===== src/rtl/divu_seq.sv =====
// divu_seq: sequential restoring divider. One quotient bit is produced per
// clock in CALC. A zero divisor is answered at the load edge.
// Optional feature macro: DIVU_SIGNED_EN adds the Signed input and a
// one-cycle FIXUP state that applies the operand signs to the result.
//
// Ports
//   clk        single clock, rising edge
//   Reset_n    asynchronous active-low reset
//   Run        level request: load from IDLE, hold in CALC/FIXUP/DONE
//   Signed     (DIVU_SIGNED_EN only) signed operation, sampled at load
//   Dividend   numerator, sampled at load edge
//   Divisor    denominator, sampled at load edge
//   Quotient   registered quotient
//   Remainder  registered remainder
//   Ready      result valid (DONE)
//   Busy       operation in progress (CALC/FIXUP)
//   DivZero    last accepted operation had a zero divisor
module divu_seq #(
    parameter int unsigned WIDTH = 32
) (
    input  logic             clk,
    input  logic             Reset_n,
    input  logic             Run,
`ifdef DIVU_SIGNED_EN
    input  logic             Signed,
`endif
    input  logic [WIDTH-1:0] Dividend,
    input  logic [WIDTH-1:0] Divisor,
    output logic [WIDTH-1:0] Quotient,
    output logic [WIDTH-1:0] Remainder,
    output logic             Ready,
    output logic             Busy,
    output logic             DivZero
);

    localparam int unsigned CW = (WIDTH > 2) ? $clog2(WIDTH) : 1;
    localparam int unsigned WW = 2 * WIDTH;

    typedef enum logic [1:0] {
        IDLE  = 2'd0,
        CALC  = 2'd1,
`ifdef DIVU_SIGNED_EN
        FIXUP = 2'd2,
`endif
        DONE  = 2'd3
    } state_t;

    state_t            r_state, w_state_nxt;
    logic [CW-1:0]     r_cnt, w_cnt_nxt;
    logic [WW-1:0]     r_work, w_work_nxt;
    logic [WIDTH-1:0]  r_div, w_div_nxt;
    logic [WIDTH-1:0]  r_q, w_q_nxt;
    logic [WIDTH-1:0]  r_r, w_r_nxt;
    logic              r_dz, w_dz_nxt;
    logic              r_ready, w_ready_nxt;
    logic              r_busy, w_busy_nxt;

    // Operand magnitudes presented to the datapath at load
    logic [WIDTH-1:0]  w_a, w_b;

`ifdef DIVU_SIGNED_EN
    logic              r_neg_q, w_neg_q_nxt;
    logic              r_neg_r, w_neg_r_nxt;
    logic              w_sa, w_sb;
    logic [WIDTH-1:0]  w_q_mag, w_r_mag;

    assign w_sa    = Signed & Dividend[WIDTH-1];
    assign w_sb    = Signed & Divisor[WIDTH-1];
    assign w_a     = w_sa ? (~Dividend + WIDTH'(1)) : Dividend;
    assign w_b     = w_sb ? (~Divisor  + WIDTH'(1)) : Divisor;
    assign w_q_mag = r_work[WIDTH-1:0];
    assign w_r_mag = r_work[WW-1:WIDTH];
`else
    assign w_a = Dividend;
    assign w_b = Divisor;
`endif

    // One restoring step: partial remainder includes the bit shifted out of
    // the upper half, so the compare is WIDTH+1 bits wide. The subtraction
    // result always fits WIDTH bits when the compare succeeds.
    logic [WIDTH:0]    w_part;
    logic [WIDTH-1:0]  w_sub;
    logic              w_ge;
    logic [WW-1:0]     w_iter;

    assign w_part = r_work[WW-1:WIDTH-1];
    assign w_ge   = (w_part >= {1'b0, r_div});
    assign w_sub  = w_part[WIDTH-1:0] - r_div;
    assign w_iter = w_ge ? {w_sub, r_work[WIDTH-2:0], 1'b1}
                         : {r_work[WW-2:0], 1'b0};

    // State and datapath registers
    always_ff @(posedge clk or negedge Reset_n) begin
        if (!Reset_n) begin
            r_state <= IDLE;
            r_cnt   <= '0;
            r_work  <= '0;
            r_div   <= '0;
            r_q     <= '0;
            r_r     <= '0;
            r_dz    <= 1'b0;
            r_ready <= 1'b0;
            r_busy  <= 1'b0;
`ifdef DIVU_SIGNED_EN
            r_neg_q <= 1'b0;
            r_neg_r <= 1'b0;
`endif
        end else begin
            r_state <= w_state_nxt;
            r_cnt   <= w_cnt_nxt;
            r_work  <= w_work_nxt;
            r_div   <= w_div_nxt;
            r_q     <= w_q_nxt;
            r_r     <= w_r_nxt;
            r_dz    <= w_dz_nxt;
            r_ready <= w_ready_nxt;
            r_busy  <= w_busy_nxt;
`ifdef DIVU_SIGNED_EN
            r_neg_q <= w_neg_q_nxt;
            r_neg_r <= w_neg_r_nxt;
`endif
        end
    end

    // Next-state and next-datapath logic
    always_comb begin
        w_state_nxt = r_state;
        w_cnt_nxt   = r_cnt;
        w_work_nxt  = r_work;
        w_div_nxt   = r_div;
        w_q_nxt     = r_q;
        w_r_nxt     = r_r;
        w_dz_nxt    = r_dz;
`ifdef DIVU_SIGNED_EN
        w_neg_q_nxt = r_neg_q;
        w_neg_r_nxt = r_neg_r;
`endif
        case (r_state)
            IDLE: begin
                if (Run) begin
                    if (Divisor == '0) begin
                        w_q_nxt     = '1;
                        w_r_nxt     = Dividend;
                        w_dz_nxt    = 1'b1;
                        w_state_nxt = DONE;
                    end else begin
                        w_work_nxt  = {WIDTH'(0), w_a};
                        w_div_nxt   = w_b;
                        w_cnt_nxt   = '0;
                        w_dz_nxt    = 1'b0;
`ifdef DIVU_SIGNED_EN
                        w_neg_q_nxt = w_sa ^ w_sb;
                        w_neg_r_nxt = w_sa;
`endif
                        w_state_nxt = CALC;
                    end
                end
            end
            CALC: begin
                if (!Run) begin
                    w_state_nxt = IDLE;
                end else begin
                    w_work_nxt = w_iter;
                    w_cnt_nxt  = r_cnt + CW'(1);
                    if (r_cnt == CW'(WIDTH - 1)) begin
                        w_cnt_nxt   = '0;
`ifdef DIVU_SIGNED_EN
                        w_state_nxt = FIXUP;
`else
                        w_q_nxt     = w_iter[WIDTH-1:0];
                        w_r_nxt     = w_iter[WW-1:WIDTH];
                        w_state_nxt = DONE;
`endif
                    end
                end
            end
`ifdef DIVU_SIGNED_EN
            FIXUP: begin
                if (!Run) begin
                    w_state_nxt = IDLE;
                end else begin
                    w_q_nxt     = r_neg_q ? (~w_q_mag + WIDTH'(1)) : w_q_mag;
                    w_r_nxt     = r_neg_r ? (~w_r_mag + WIDTH'(1)) : w_r_mag;
                    w_state_nxt = DONE;
                end
            end
`endif
            DONE: begin
                if (!Run) w_state_nxt = IDLE;
            end
            default: w_state_nxt = IDLE;
        endcase

        w_ready_nxt = (w_state_nxt == DONE);
`ifdef DIVU_SIGNED_EN
        w_busy_nxt  = (w_state_nxt == CALC) || (w_state_nxt == FIXUP);
`else
        w_busy_nxt  = (w_state_nxt == CALC);
`endif
    end

    assign Quotient  = r_q;
    assign Remainder = r_r;
    assign Ready     = r_ready;
    assign Busy      = r_busy;
    assign DivZero   = r_dz;

endmodule


===== config.mk =====
export PLATFORM = sky130hd
export DESIGN_NAME = divu_seq
export DESIGN_NICKNAME = d
export VERILOG_FILES = /design/src/rtl/divu_seq.sv
export SDC_FILE = /design/constraint.sdc
export NUM_CORES = 1
export LEC_CHECK = 0
export ABC_AREA = 0
export BUFFER_PORTS_ARGS = -buffer_cell sky130_fd_sc_hd__buf_2
export CORE_MARGIN = 1
export CORE_UTILIZATION = 50
export CTS_BUF_LIST = sky130_fd_sc_hd__clkbuf_2 sky130_fd_sc_hd__clkbuf_4 sky130_fd_sc_hd__clkbuf_8
export DETAILED_ROUTE_END_ITERATION = 8
export GPL_TIMING_DRIVEN = 0
export PLACE_DENSITY_LB_ADDON = 0.1
export SLEW_MARGIN = 20
export SYNTH_ARGS = -nofsm -noshare
export SYNTH_HDL_FRONTEND = slang
export SYNTH_SLANG_ARGS = --single-unit

===== constraint.sdc =====
create_clock -name clk -period 5.4 [get_ports clk]
set_clock_uncertainty 0.15 [all_clocks]
set_input_delay 1.62 -clock clk [delete_from_list [all_inputs] [get_ports clk]]
set_output_delay 1.62 -clock clk [all_outputs]
set_load 0.005 [all_outputs]

==> flow_summary_export.csv <==
group,metric,value,unit
setup_path,cp.required,5.60,ns
setup_path,worst-path-stages,10,
logic_synthesis,ys_seq_area_frac,0.462,
drt,wl_per_cell,17.9,um
power,power,3.81,mW
timing,hold_slack,0.318,ns
setup_path,crit_top_cell,"a21oi_1",
place,portBuffers,133,
floorplan,die_area,18900,um^2
logic_synthesis,synth_edf_count,0,
logic_synthesis,yosysTopAreaCellShare,0.462,
clock_network,path_clk_slew,0.10,ns
clock_network,cts.sinks,170,
floorplan,core_area,18000,um^2
floorplan,io_pins,134,
finish,final_nets,1296,
job,cap_viol_max_count,0,
timing,rsz0062_at_grt,"false",
grt,grt_max_degree,88,
setup_path,critPathTopFamily,"simple AND/OR/NAND/NOR gates",
floorplan,start_util,0.510,
drt,routed_via_density,5.72,
logic_synthesis,syn-cell-area,9200,um^2
logic_synthesis,ys_types,55,
worst_hold_path,hold_path_class,"reg2reg",
logic_synthesis,synth_top_cell_by_area,"dfrtp_1",
clock_network,insertion_delay,0.47,ns
run_status,outcome,"finished clean",
finish,final_util,0.587,
setup_path,r2r-end,"Remainder[28]",
setup_path,crit_path_top_delay_cell,"clkbuf_1",
timing,finalWorstSetupSlack,1.13,ns
logic_synthesis,ys_top_cells_by_area,"dfrtp_1 46%, nand2_1 8.5%, ha_1 4.6%",
clock_network,cts_resized,0,
setup_path,crit_chain,"buf_2 > nor4_1 > nand4_1 > nor3_1 > a21oi_1 > nor2_1 > clkbuf_1 > nand2_1 > a21oi_1 > a21oi_1",
logic_synthesis,ys_top_cells_by_count,"208 x nand2_1, 170 x dfrtp_1, 77 x nor2_1",
power,leakage,5.31,nW
power,peakVddDrop,0.000199,V
setup_path,start_kind,"input pin",
clock_network,postCtsHoldBufs,0,
timing,tightest_slew,0.874,ns
drt,routed_wl,25800,um
clock_network,h-tree-depth,4,
floorplan,rows,49,
logic_synthesis,yosysWarnings,0,
drt,num_vias,8213,
logic_synthesis,synth_ff_type,"dfrtp_1",
timing,fin_crit_sh,0.790,
finish,finalInstanceArea,10600,um^2
setup_path,cp_max_fo,10,
clock_network,cts_root_buffer,"clkbuf_8",
floorplan,die_w,138,um
worst_hold_path,worst_hold_path.endpoint,"Quotient[10]",
drt,first_pass_iters,5,
grt,first_global_vias,7585,
setup_path,critPathKind,"in2reg",
logic_synthesis,syn_area_per_cell,8.84,um^2
power,p_per_area,360,nW/um^2
finish,areaGrowthSynthToFinish,15.1,%
timing,finalSetupViolCount,0,
timing,fin_crit,4.27,ns
finish,antenna_cells,0,
logic_synthesis,synth_nets,1143,
drt,drt_iter0_drc,493,
place,gp_congestion,0.874,
finish,n_fill_cell,1652,
floorplan,die_y,138,um
timing,hold_viol,0,
place,dpl_cell_area,10200,um^2
setup_path,cp_data_arrival_time,4.47,ns
setup_path,r2r_setup_slack,1.86,ns
timing,slew_headroom,0.415,
grt,track_usage,0.283,
finish,drive_above_1_share,0.175,
logic_synthesis,synthesis.instances,1041,
place,dp_slack,0.735,ns
setup_path,ff2ff_path_depth,13,
drt,final_antenna_net_count,0,
grt,overflow,0,
drt,drc,0,
logic_synthesis,ys_seq_elements,170,
clock_network,postCtsSetupRepairBufs,0,
worst_hold_path,hold_path_depth,2,
grt,grt_pass1_wl,40500,um
place,dp_hpwl,20000,um
setup_path,crit_path_end_kind,"flip-flop",
timing,slew_violations,0,
setup_path,slowest_delay,0.52,ns
clock_network,cts_tree,"done",
timing,fmax,234,MHz
clock_network,cts_buffers,17,
grt,antenna_found_initial,0,
setup_path,reg2reg_from,"r_work[31]",
clock_network,cts_buffer_depth,2,
logic_synthesis,async_reset_ff_frac,1.00,
setup_path,cp_num_buf_inv,2,
logic_synthesis,synthMostInstantiatedCell,"nand2_1",
worst_hold_path,min-delay-start,"Quotient[10]",
[flip-flops by register name, summed over array words and instances, names as in the netlist]
signal     cells
Busy           1
Quotient      32
r_div         32
Ready          1
r_work        64
r_state        2
r_cnt          5
Remainder     32
DivZero        1
[area by class of cell]
cell class | instances | area, um^2 | area share
plain buffers | 64 | 254 | 0.0240
repair buffers | 134 | 703 | 0.0664
clock inverters | 14 | 149 | 0.0141
flip-flops and latches | 170 | 4250 | 0.402
multi-input cells | 768 | 4550 | 0.429
clock buffers | 18 | 248 | 0.0234
inverters | 39 | 146 | 0.0138
well taps | 229 | 287 | 0.0271
[where the power goes]
part	internal (mW)	total [mW]	switching, mW
Clock	0.395	0.924	0.528
Combinational	0.497	1.34	0.845
Sequential	1.40	1.54	0.141
Total	2.30	3.81	1.51
[per-layer routing]
layer / GRT usage / routed length, um / vias to the layer above
met5: 0 / 0 / -
met4: 0.0922 / 488 / 0
met2: 0.427 / 11300 / 292
met1: 0.416 / 12500 / 3894
met3: 0.0408 / 1490 / 32
li1: - / - / 3995
[cell families after synthesis]
family | count (synthesis) | share of synthesized area
AOI/OAI and AO/OA | 282 | 0.193
xor gates and xnor gates | 28 | 0.0267
adders and majority gates | 35 | 0.0484
buffers and inverters | 103 | 0.0435
DFF | 170 | 0.462
muxes | 38 | 0.0457
and+or+nand+nor | 385 | 0.180
[worst reg2reg max path, cell delays in order, from the launching register on]
cell       delay [ns]
dfrtp_1          0.45
inv_1            0.10
ha_1             0.17
inv_1            0.06
fa_1             0.40
a21oi_1          0.20
a2bb2oi_1        0.35
a21oi_1          0.18
o211ai_1         0.38
a21oi_1          0.14
nor4_1           0.37
xnor2_1          0.19
nor3_1           0.21
o21ai_1          0.10
[cell usage in the layout, fill, tap and decap left out, types with 11 or more instances in the layout]
master / netlist / routed
nor3_1: 24 / 24
o21ai_1: 18 / 18
nand3_1: 13 / 13
o221ai_1: 21 / 21
nor2_1: 77 / 77
o21ai_0: 74 / 74
clkbuf_1: 52 / 52
buf_2: 5 / 137
xnor2_1: 17 / 17
dfrtp_1: 170 / 170
a21o_1: 20 / 20
a31oi_1: 58 / 58
ha_1: 34 / 34
mux2_2: 32 / 32
nand2_1: 208 / 208
xor2_1: 11 / 11
inv_1: 39 / 39
nand2b_1: 13 / 13
clkbuf_8: 0 / 18
a21oi_1: 45 / 45
[worst max path at each step]
| stage | startpoint | end |
|---|---|---|
| finish | Divisor[16] | Remainder[19] |
| global route | Divisor[5] | Remainder[19] |
| CTS | Divisor[5] | Remainder[19] |
| detailed placement | Divisor[16] | Remainder[19] |
| global placement | Reset_n | r_div[28] |
| floorplan | Divisor[16] | Remainder[19] |
[stage by stage]
step,cells,TNS [ns]
floorplan,1041,0
global placement,1403,-20.87
detailed placement,1404,0
CTS,1436,0
global route,1436,0
finish,1436,0
(Power assumes the default switching activity.)
